[config.mk]
export PLATFORM = sky130hd
export DESIGN_NAME = cordic_rotator_flat
export DESIGN_NICKNAME = d
export VERILOG_FILES = /design/src/rtl/cordic_pkg.sv /design/src/rtl/cordic_rotator_if.sv /design/src/rtl/cordic_rot_stage.sv /design/src/rtl/cordic_rotator.sv /design/src/flat_wrapper.sv
export SDC_FILE = /design/constraint.sdc
export NUM_CORES = 2
export LEC_CHECK = 0
export CAP_MARGIN = 5
export CORE_MARGIN = 1
export CORE_UTILIZATION = 45
export CTS_BUF_LIST = sky130_fd_sc_hd__clkbuf_2 sky130_fd_sc_hd__clkbuf_4 sky130_fd_sc_hd__clkbuf_8
export DETAILED_ROUTE_END_ITERATION = 10
export GPL_TIMING_DRIVEN = 0
export PLACE_DENSITY = 0.57
export RECOVER_POWER = 100
export SKIP_CTS_REPAIR_TIMING = 1
export SYNTH_ARGS = -nofsm -noshare
export SYNTH_HDL_FRONTEND = slang
export SYNTH_HIERARCHICAL = 1
export SYNTH_SLANG_ARGS = --single-unit
export TNS_END_PERCENT = 20
[constraint.sdc]
create_clock -name clk -period 4.1 [get_ports clk]
set_input_delay 0.82 -clock clk [delete_from_list [all_inputs] [get_ports clk]]
set_output_delay 0.82 -clock clk [all_outputs]
set_load 0.01 [all_outputs]
[src/rtl/cordic_pkg.sv]
`default_nettype none
// ============================================================================
// Module      : cordic_pkg
// Description : Shared constants, quadrant encoding and arctangent table for
//               the rotation-mode CORDIC polar-to-rectangular converter.
// Revision    : 1.0 - initial release
// ============================================================================
package cordic_pkg;

    localparam int c_angle_w      = 16;
    localparam int c_mag_w        = 16;
    localparam int c_atan_entries = 16;
    // 1/K in Q0.16, applied only when gain compensation is built in
    localparam int c_inv_gain     = 39797;

    // Quadrant is the top two bits of the binary angle
    typedef enum logic [1:0] {
        QUAD_0   = 2'd0,
        QUAD_90  = 2'd1,
        QUAD_180 = 2'd2,
        QUAD_270 = 2'd3
    } quad_e;

    // atan(2^-i) in binary-angle units (full circle = 65536), rounded
    function automatic int atan_lut(input int idx);
        if (idx < 0 || idx >= c_atan_entries) begin
            return 0;
        end
        case (idx)
            0:       return 8192;
            1:       return 4836;
            2:       return 2555;
            3:       return 1297;
            4:       return 651;
            5:       return 326;
            6:       return 163;
            7:       return 81;
            8:       return 41;
            9:       return 20;
            10:      return 10;
            11:      return 5;
            12:      return 3;
            13:      return 1;
            14:      return 1;
            default: return 0;
        endcase
    endfunction

endpackage
`default_nettype wire

[src/rtl/cordic_rotator_if.sv]
`default_nettype none
// ============================================================================
// Module      : cordic_rotator_if
// Description : Sample-stream bundle for the CORDIC rotator: polar input
//               (Rin, Ain) and rectangular output (Xout, Yout) with valids.
// Revision    : 1.0 - initial release
// ============================================================================
interface cordic_rotator_if
    import cordic_pkg::*;
#(
    parameter int IW = 20
);
    logic                    valid_in;
    logic [c_mag_w-1:0]      Rin;
    logic [c_angle_w-1:0]    Ain;
    logic                    valid_out;
    logic signed [IW-1:0]    Xout;
    logic signed [IW-1:0]    Yout;

    modport master (
        output valid_in, Rin, Ain,
        input  valid_out, Xout, Yout
    );

    modport slave (
        input  valid_in, Rin, Ain,
        output valid_out, Xout, Yout
    );
endinterface
`default_nettype wire

[src/rtl/cordic_rot_stage.sv]
`default_nettype none
// ============================================================================
// Module      : cordic_rot_stage
// Description : One registered CORDIC micro-rotation (rotation mode): the
//               sign of the residual angle picks the rotation direction.
// Revision    : 1.0 - initial release
// ============================================================================
module cordic_rot_stage #(
    parameter int IW       = 20,
    parameter int ZW       = 17,
    parameter int SHIFT    = 0,
    parameter int ATAN_VAL = 0
) (
    input  wire logic                 clk,
    input  wire logic                 rst_n,
    input  wire logic                 i_ena,
    input  wire logic                 i_valid,
    input  wire logic signed [IW-1:0] i_x,
    input  wire logic signed [IW-1:0] i_y,
    input  wire logic signed [ZW-1:0] i_z,
    output logic                      o_valid,
    output logic signed [IW-1:0]      o_x,
    output logic signed [IW-1:0]      o_y,
    output logic signed [ZW-1:0]      o_z
);

    localparam logic signed [ZW-1:0] c_atan = ZW'(ATAN_VAL);

    logic signed [IW-1:0] w_x_sh;
    logic signed [IW-1:0] w_y_sh;
    logic                 w_rot_pos;

    // Truncating arithmetic shifts; no rounding anywhere in the chain
    assign w_x_sh    = i_x >>> SHIFT;
    assign w_y_sh    = i_y >>> SHIFT;
    assign w_rot_pos = ~i_z[ZW-1];

    always_ff @(posedge clk or negedge rst_n) begin
        if (!rst_n) begin
            o_valid <= 1'b0;
            o_x     <= '0;
            o_y     <= '0;
            o_z     <= '0;
        end else if (i_ena) begin
            o_valid <= i_valid;
            if (w_rot_pos) begin
                o_x <= i_x - w_y_sh;
                o_y <= i_y + w_x_sh;
                o_z <= i_z - c_atan;
            end else begin
                o_x <= i_x + w_y_sh;
                o_y <= i_y - w_x_sh;
                o_z <= i_z + c_atan;
            end
        end
    end

endmodule
`default_nettype wire

[src/rtl/cordic_rotator.sv]
`default_nettype none
// ============================================================================
// Module      : cordic_rotator
// Description : Fully pipelined rotation-mode CORDIC, (R, A) -> (R.cos, R.sin).
//               Define CORDIC_GAIN_COMP_EN to add a 1/K scaling stage.
// Revision    : 1.0 - initial release
// ============================================================================
module cordic_rotator
    import cordic_pkg::*;
#(
    parameter int ITER = 16,
    parameter int IW   = 20
) (
    input  wire logic       clk,
    input  wire logic       rst_n,
    input  wire logic       ena,
    cordic_rotator_if.slave bus
);

    // Residual angle: 14-bit in-quadrant angle plus headroom for the sign
    localparam int ZW = c_angle_w + 1;

    // ------------------------------------------------------------------
    // Stage 0: quadrant pre-rotation
    // ------------------------------------------------------------------
    quad_e                w_quad;
    logic signed [IW-1:0] w_r_ext;
    logic signed [IW-1:0] w_x_pre;
    logic signed [IW-1:0] w_y_pre;
    logic signed [ZW-1:0] w_z_pre;

    logic                 r_v0;
    logic signed [IW-1:0] r_x0;
    logic signed [IW-1:0] r_y0;
    logic signed [ZW-1:0] r_z0;

    assign w_quad  = quad_e'(bus.Ain[c_angle_w-1 -: 2]);
    assign w_r_ext = {{(IW - c_mag_w){1'b0}}, bus.Rin};
    assign w_z_pre = {3'b000, bus.Ain[c_angle_w-3:0]};

    always_comb begin
        w_x_pre = '0;
        w_y_pre = '0;
        case (w_quad)
            QUAD_0:   w_x_pre =  w_r_ext;
            QUAD_90:  w_y_pre =  w_r_ext;
            QUAD_180: w_x_pre = -w_r_ext;
            QUAD_270: w_y_pre = -w_r_ext;
            default: begin
                w_x_pre = '0;
                w_y_pre = '0;
            end
        endcase
    end

    always_ff @(posedge clk or negedge rst_n) begin
        if (!rst_n) begin
            r_v0 <= 1'b0;
            r_x0 <= '0;
            r_y0 <= '0;
            r_z0 <= '0;
        end else if (ena) begin
            r_v0 <= bus.valid_in;
            r_x0 <= w_x_pre;
            r_y0 <= w_y_pre;
            r_z0 <= w_z_pre;
        end
    end

    // ------------------------------------------------------------------
    // Micro-rotation chain
    // ------------------------------------------------------------------
    logic                 w_v [ITER+1];
    logic signed [IW-1:0] w_x [ITER+1];
    logic signed [IW-1:0] w_y [ITER+1];
    logic signed [ZW-1:0] w_z [ITER+1];

    assign w_v[0] = r_v0;
    assign w_x[0] = r_x0;
    assign w_y[0] = r_y0;
    assign w_z[0] = r_z0;

    for (genvar gi = 0; gi < ITER; gi++) begin : g_stage
        cordic_rot_stage #(
            .IW       (IW),
            .ZW       (ZW),
            .SHIFT    (gi),
            .ATAN_VAL (atan_lut(gi))
        ) u_stage (
            .clk     (clk),
            .rst_n   (rst_n),
            .i_ena   (ena),
            .i_valid (w_v[gi]),
            .i_x     (w_x[gi]),
            .i_y     (w_y[gi]),
            .i_z     (w_z[gi]),
            .o_valid (w_v[gi+1]),
            .o_x     (w_x[gi+1]),
            .o_y     (w_y[gi+1]),
            .o_z     (w_z[gi+1])
        );
    end

    // The final residual angle is only a convergence by-product
    logic w_unused_z;
    assign w_unused_z = ^w_z[ITER];

    // ------------------------------------------------------------------
    // Optional gain compensation
    // ------------------------------------------------------------------
    logic                 w_v_fin;
    logic signed [IW-1:0] w_x_fin;
    logic signed [IW-1:0] w_y_fin;

`ifdef CORDIC_GAIN_COMP_EN
    localparam int PW = IW + 18;
    localparam logic signed [PW-1:0] c_gain  = PW'(c_inv_gain);
    localparam logic signed [PW-1:0] c_round = PW'(32768);

    logic signed [PW-1:0] w_px;
    logic signed [PW-1:0] w_py;
    logic                 r_vc;
    logic signed [IW-1:0] r_xc;
    logic signed [IW-1:0] r_yc;

    // Q0.16 product, round half up, then drop the fraction
    assign w_px = PW'(w_x[ITER]) * c_gain + c_round;
    assign w_py = PW'(w_y[ITER]) * c_gain + c_round;

    always_ff @(posedge clk or negedge rst_n) begin
        if (!rst_n) begin
            r_vc <= 1'b0;
            r_xc <= '0;
            r_yc <= '0;
        end else if (ena) begin
            r_vc <= w_v[ITER];
            r_xc <= w_px[IW+15:16];
            r_yc <= w_py[IW+15:16];
        end
    end

    logic w_unused_prod;
    assign w_unused_prod = ^{w_px[PW-1:IW+16], w_px[15:0], w_py[PW-1:IW+16], w_py[15:0]};

    assign w_v_fin = r_vc;
    assign w_x_fin = r_xc;
    assign w_y_fin = r_yc;
`else
    assign w_v_fin = w_v[ITER];
    assign w_x_fin = w_x[ITER];
    assign w_y_fin = w_y[ITER];
`endif

    // ------------------------------------------------------------------
    // Output register
    // ------------------------------------------------------------------
    logic                 r_vout;
    logic signed [IW-1:0] r_xout;
    logic signed [IW-1:0] r_yout;

    always_ff @(posedge clk or negedge rst_n) begin
        if (!rst_n) begin
            r_vout <= 1'b0;
            r_xout <= '0;
            r_yout <= '0;
        end else if (ena) begin
            r_vout <= w_v_fin;
            r_xout <= w_x_fin;
            r_yout <= w_y_fin;
        end
    end

    assign bus.valid_out = r_vout;
    assign bus.Xout      = r_xout;
    assign bus.Yout      = r_yout;

endmodule
`default_nettype wire

[src/flat_wrapper.sv]
// flat-port wrapper written by rule: the top's interface ports become plain ports
module cordic_rotator_flat import cordic_pkg::*;
#(
    parameter int ITER = 16,
    parameter int IW   = 20
)
  (clk, rst_n, ena, bus_valid_in, bus_Rin, bus_Ain, bus_valid_out, bus_Xout, bus_Yout);
  cordic_rotator_if #(.IW(IW)) bus_i ();
  input  wire logic clk;
  input  wire logic rst_n;
  input  wire logic ena;
  input wire logic [$bits(bus_i.valid_in)-1:0] bus_valid_in;
  input wire logic [$bits(bus_i.Rin)-1:0] bus_Rin;
  input wire logic [$bits(bus_i.Ain)-1:0] bus_Ain;
  output wire logic [$bits(bus_i.valid_out)-1:0] bus_valid_out;
  output wire logic [$bits(bus_i.Xout)-1:0] bus_Xout;
  output wire logic [$bits(bus_i.Yout)-1:0] bus_Yout;
  assign bus_i.valid_in = bus_valid_in;
  assign bus_i.Rin = bus_Rin;
  assign bus_i.Ain = bus_Ain;
  assign bus_valid_out = bus_i.valid_out;
  assign bus_Xout = bus_i.Xout;
  assign bus_Yout = bus_i.Yout;
  cordic_rotator #(.ITER(ITER), .IW(IW)) u_core (.clk(clk), .rst_n(rst_n), .ena(ena), .bus(bus_i));
endmodule
# Word-level counts from Yosys, hierarchy flattened
# Index checks and enable logic that the tools add are counted.
[word_totals]
regBits = 1007
in_bits = 36
out_inout_bits = 41
wordCells = 212
[classes]
add_sub_neg = 92
eq_ne = 3
n_mux = 46
reduce_logical = 1
[op_table]
columns = ["operator", "n"]
rows = [
  ["two-way mux 20 bit", 30],
  ["two-way mux 17 bit", 14],
  ["one-hot mux 20 bit (2 select lines)", 2],
  ["adder 20 x 10 -> 20 bit", 2],
  ["adder 20 x 11 -> 20 bit", 2],
  ["adder 20 x 12 -> 20 bit", 2],
  ["adder 20 x 13 -> 20 bit", 2],
  ["adder 20 x 14 -> 20 bit", 2],
  ["adder 20 x 15 -> 20 bit", 2],
  ["adder 20 x 16 -> 20 bit", 2],
  ["adder 20 x 17 -> 20 bit", 2],
  ["adder 20 x 18 -> 20 bit", 2],
  ["adder 20 x 19 -> 20 bit", 2],
  ["adder 20 x 5 -> 20 bit", 2],
  ["adder 20 x 6 -> 20 bit", 2],
  ["adder 20 x 7 -> 20 bit", 2],
  ["adder 20 x 8 -> 20 bit", 2],
  ["adder 20 x 9 -> 20 bit", 2],
  ["subtractor 20 x 10 -> 20 bit", 2],
  ["subtractor 20 x 11 -> 20 bit", 2],
  ["subtractor 20 x 12 -> 20 bit", 2],
  ["subtractor 20 x 13 -> 20 bit", 2],
  ["subtractor 20 x 14 -> 20 bit", 2],
  ["subtractor 20 x 15 -> 20 bit", 2],
  ["other kinds (42)", 54],
]

# Longest topological paths before layout
[depth]
ltp_word = 2
mapped_depth = 16
mapped_depth_nobuf = 16

# Cells and area by module
# The synthesis kept the hierarchy.
[by_module_without_submodules]
columns = ["mod", "instances", "cells_per_inst", "area_per_inst_um2", "seq_area_each_um2"]
rows = [
  ["cordic_rot_stage at u_core.g_stage[2].u_stage", 1, 683, 5815.6, 1451.4],
  ["cordic_rot_stage at u_core.g_stage[6].u_stage", 1, 623, 5675.4, 1451.4],
  ["cordic_rot_stage at u_core.g_stage[7].u_stage", 1, 644, 5655.4, 1451.4],
  ["cordic_rot_stage at u_core.g_stage[3].u_stage", 1, 644, 5596.6, 1451.4],
  ["cordic_rot_stage at u_core.g_stage[12].u_stage", 1, 642, 5574.1, 1451.4],
  ["cordic_rot_stage at u_core.g_stage[8].u_stage", 1, 628, 5471.5, 1451.4],
  ["cordic_rot_stage at u_core.g_stage[4].u_stage", 1, 620, 5454.0, 1451.4],
  ["cordic_rot_stage at u_core.g_stage[0].u_stage", 1, 665, 5422.7, 1426.4],
  ["cordic_rot_stage at u_core.g_stage[5].u_stage", 1, 600, 5382.7, 1451.4],
  ["cordic_rot_stage at u_core.g_stage[13].u_stage", 1, 608, 5337.6, 1451.4],
  ["cordic_rot_stage at u_core.g_stage[14].u_stage", 1, 610, 5302.6, 1451.4],
  ["cordic_rot_stage at u_core.g_stage[1].u_stage", 1, 590, 5283.8, 1451.4],
  ["cordic_rot_stage at u_core.g_stage[10].u_stage", 1, 580, 5187.5, 1451.4],
  ["cordic_rot_stage at u_core.g_stage[9].u_stage", 1, 545, 5114.9, 1451.4],
  ["+3 rows", "n/a", "n/a", "n/a", "n/a"],
]

# Least setup slack after synthesis
# Ideal clock, no wire load.
[synth_path]
path_type = "register to register"
start = "register u_core.g_stage[3].u_stage.o_z[16]"
end = "register u_core.g_stage[4].u_stage.o_y[13]"
setup_ns = 0.125
t_arrival_ns = 3.358
required_ns = 3.975
slack_ns = 0.618
stages_incl_launch_ff = 12
n_path_buf = 2
synth_period_minus_slack_ns = 3.482
cell_sequence = "dfrtp_1 > clkbuf_1 > buf_1 > mux2i_1 > ha_1 > nor2b_1 > o31a_1 > o311a_1 > o41a_1 > a311o_1 > xor2_1 > mux2_2"
[synth_via]
elab_chain_cells = 1
[synth_lines]
columns = ["element", "line_no", "text"]
rows = [
  ["start: declaration", "cordic_rot_stage.sv:24", "output logic signed [ZW-1:0] o_z"],
  ["start signal: assignment", "cordic_rot_stage.sv:49", "o_z <= i_z - c_atan;"],
  ["start signal: assignment", "cordic_rot_stage.sv:53", "o_z <= i_z + c_atan;"],
  ["two-way mux 20 bit", "cordic_rot_stage.sv:46", "if (w_rot_pos) begin"],
  ["end signal: assignment", "cordic_rot_stage.sv:48", "o_y <= i_y + w_x_sh;"],
  ["end signal: assignment", "cordic_rot_stage.sv:52", "o_y <= i_y - w_x_sh;"],
  ["end: declaration", "cordic_rot_stage.sv:23", "output logic signed [IW-1:0] o_y,"],
]
# Every way passes these cells.
# A chain may end at the register's enable or synchronous reset.

# Worst setup path in the final report
[layout_path]
start = "input port ena"
end = "register u_core.r_xout[12] (netlist: u_core/bus.Xout[12])"
[layout_lines]
columns = ["element", "line_no", "text"]
rows = [
  ["start: declaration", "flat_wrapper.sv:11", "input wire logic ena;"],
  ["end signal: assignment", "cordic_rotator.sv:168", "r_xout <= w_x_fin;"],
  ["end: declaration", "cordic_rotator.sv:158", "logic signed [IW-1:0] r_xout;"],
]
# No word-level cell between the ends.

==> flow_metrics.env <==
export IMPL_maxSlewViolCount=26
export IMPL_gr_usage_met2_pct=42.25
export IMPL_num_rows=162
export IMPL_clock_sinks=990
export IMPL_overflow=0
export IMPL_layout_cells_non_filler=12950
export IMPL_drc_errors=0
export IMPL_wire_per_inst_microns=21.88
export IMPL_area_growth_pct=9.700
export IMPL_top_usage_layer="met2"
export IMPL_endpoint_kind="flop"
export IMPL_cts_made_buffers=188
export IMPL_relSlewSlack_pct=-27.42
export IMPL_fp_dieW_microns=444.9
export IMPL_io_pin_count=77
export IMPL_gr_usage_all_layers_pct=27.89
export IMPL_firstDrtPassIters=6
export IMPL_place_congestion=0.9195
export IMPL_drtIter0Drc=6282
export IMPL_status="finished with violations"
export IMPL_htree_levels=4
export IMPL_antenna_found_initial=4
export IMPL_grt_pass1_vias=73670
export IMPL_start_util_pct=45.28
export IMPL_cts_root_buf="clkbuf_8"
export IMPL_worstSkewPairLatency_ps=930
export IMPL_clkTransAtPathRegs_ps=60
export IMPL_path_class="in2reg"
export IMPL_final_cell_mix="dfrtp_1 (990), a21oi_1 (928), ha_1 (903)"
export IMPL_critPathLaunchType="primary input"
export IMPL_failed_checks="max-capacitance violations, max-slew violations, negative setup slack"
export IMPL_setup_viol=8
export IMPL_utilization_pct=49.67
export IMPL_routed_wirelength_microns=283300
export IMPL_clock_skew_ps=48.47
export IMPL_critPathRequiredTime_ps=4870
export IMPL_fin_crit_sh_pct=101.9
export IMPL_crit_fanout=15
export IMPL_met3_usage_pct=3.373
export IMPL_ctsLongestPathBuffers=3
export IMPL_hold_viol_final=0
export IMPL_cpPeakStageDelay_ps=1360
export IMPL_cts_tree="yes"
export IMPL_cp_cell_sequence="clkbuf_1, clkbuf_1, buf_12, clkbuf_1, mux2_2"
export IMPL_placed_cells=12610
export IMPL_antenna_left=0
export IMPL_finalNetCount=11170
export IMPL_max_freq_mhz=239.4
export IMPL_vias=77430
export IMPL_drv_cap=2
export IMPL_cp_slowest_cell="clkbuf_1"
export IMPL_die_area_sq_um=198000
export IMPL_arrival_ps=4950
export IMPL_period_needed_ps=4178
export IMPL_final_common_cell="dfrtp_1"
export IMPL_yosysWarnings=6
export IMPL_grt_pass1_wl_microns=440300
export IMPL_tightest_slew_ps=1911
export IMPL_die_y_microns=444.9
export IMPL_hold_class="reg2reg"
export IMPL_crit_top_cell="clkbuf_1"
export IMPL_syn_inst=9894
export IMPL_grtUsageMet1_pct=41.72
export IMPL_drive_gt1_share_pct=11.30
export IMPL_hold_path_depth=2
export IMPL_io_buffers=76
export IMPL_grt_max_degree=157
export IMPL_dp_slack_ps=-239.5
export IMPL_worstRegToRegCells=11
export IMPL_vias_per_cell=5.979
export IMPL_syn_area_per_cell_sq_um=8.924
export IMPL_core_area_sq_um=195000
export IMPL_netlist_area_sq_um=88290
export IMPL_setup_ws_ps=-77.57
export IMPL_place_hpwl_microns=223900
[sequential cells by signal, indices dropped and copies added (netlist names), 14 cells and up]
name,cells
u_core/r_y0,20
u_core/g_stage.u_stage/o_y,320
u_core/bus.Yout,20
u_core/r_z0,14
u_core/g_stage.u_stage/o_valid,16
u_core/bus.Xout,20
u_core/r_x0,20
u_core/g_stage.u_stage/o_z,239
u_core/g_stage.u_stage/o_x,319
[worst max-delay path, delay by kind of cell]
family,cells,cell delay (ps)
buffers and inverters,4,3560
muxes,1,450
[cell type report]
type	instances	area (sq um)
antenna	4	10.01
buffer	357	1479
clock buffer	277	3581
clock inverter	57	621.8
fill	18760	98140
inverter	485	1848
multi-input combinational	8064	60230
sequential	990	24770
tap	2624	3283
timing repair buffer	93	1027
[per-layer routing]
metal | part of all wire, % | wire length, microns | up-vias
met5 | 0.0046 | 13 | -
met4 | 2.0 | 5803 | 2
met3 | 4.9 | 13760 | 335
met2 | 43 | 122700 | 2030
met1 | 50 | 141000 | 37740
li1 | - | - | 37320
[stage by stage]
step | setup TNS, ps | hold slack (ps) | cell area, sq um
2_1_floorplan | 0 | 446.2 | 88300
3_3_place_gp | - | 468.5 | 92350
3_5_place_dp | -2122 | 476.3 | 92600
4_1_cts | -3911 | -427.8 | 96800
5_1_grt | -83.56 | 417.1 | 96850
6_report | -480.4 | 490.9 | 96860
[final timing paths]
kind                                                   start                                end  slack, ps
max reg2reg                 u_core/g_stage[2].u_stage/o_x[4]  u_core/g_stage[3].u_stage/o_y[14]         80
max in group asynchronous                              rst_n                     u_core/r_y0[2]        540
min in group asynchronous                              rst_n                u_core/bus.Yout[15]        800
min                        u_core/g_stage[13].u_stage/o_y[0]  u_core/g_stage[13].u_stage/o_y[0]        490
min reg2reg                u_core/g_stage[13].u_stage/o_y[0]  u_core/g_stage[13].u_stage/o_y[0]        490
max                                                      ena                u_core/bus.Xout[12]        -80
Power is left out: the tool's default activity adds up to more than one toggle a clock period on the data nets, which glitch-free logic cannot reach.
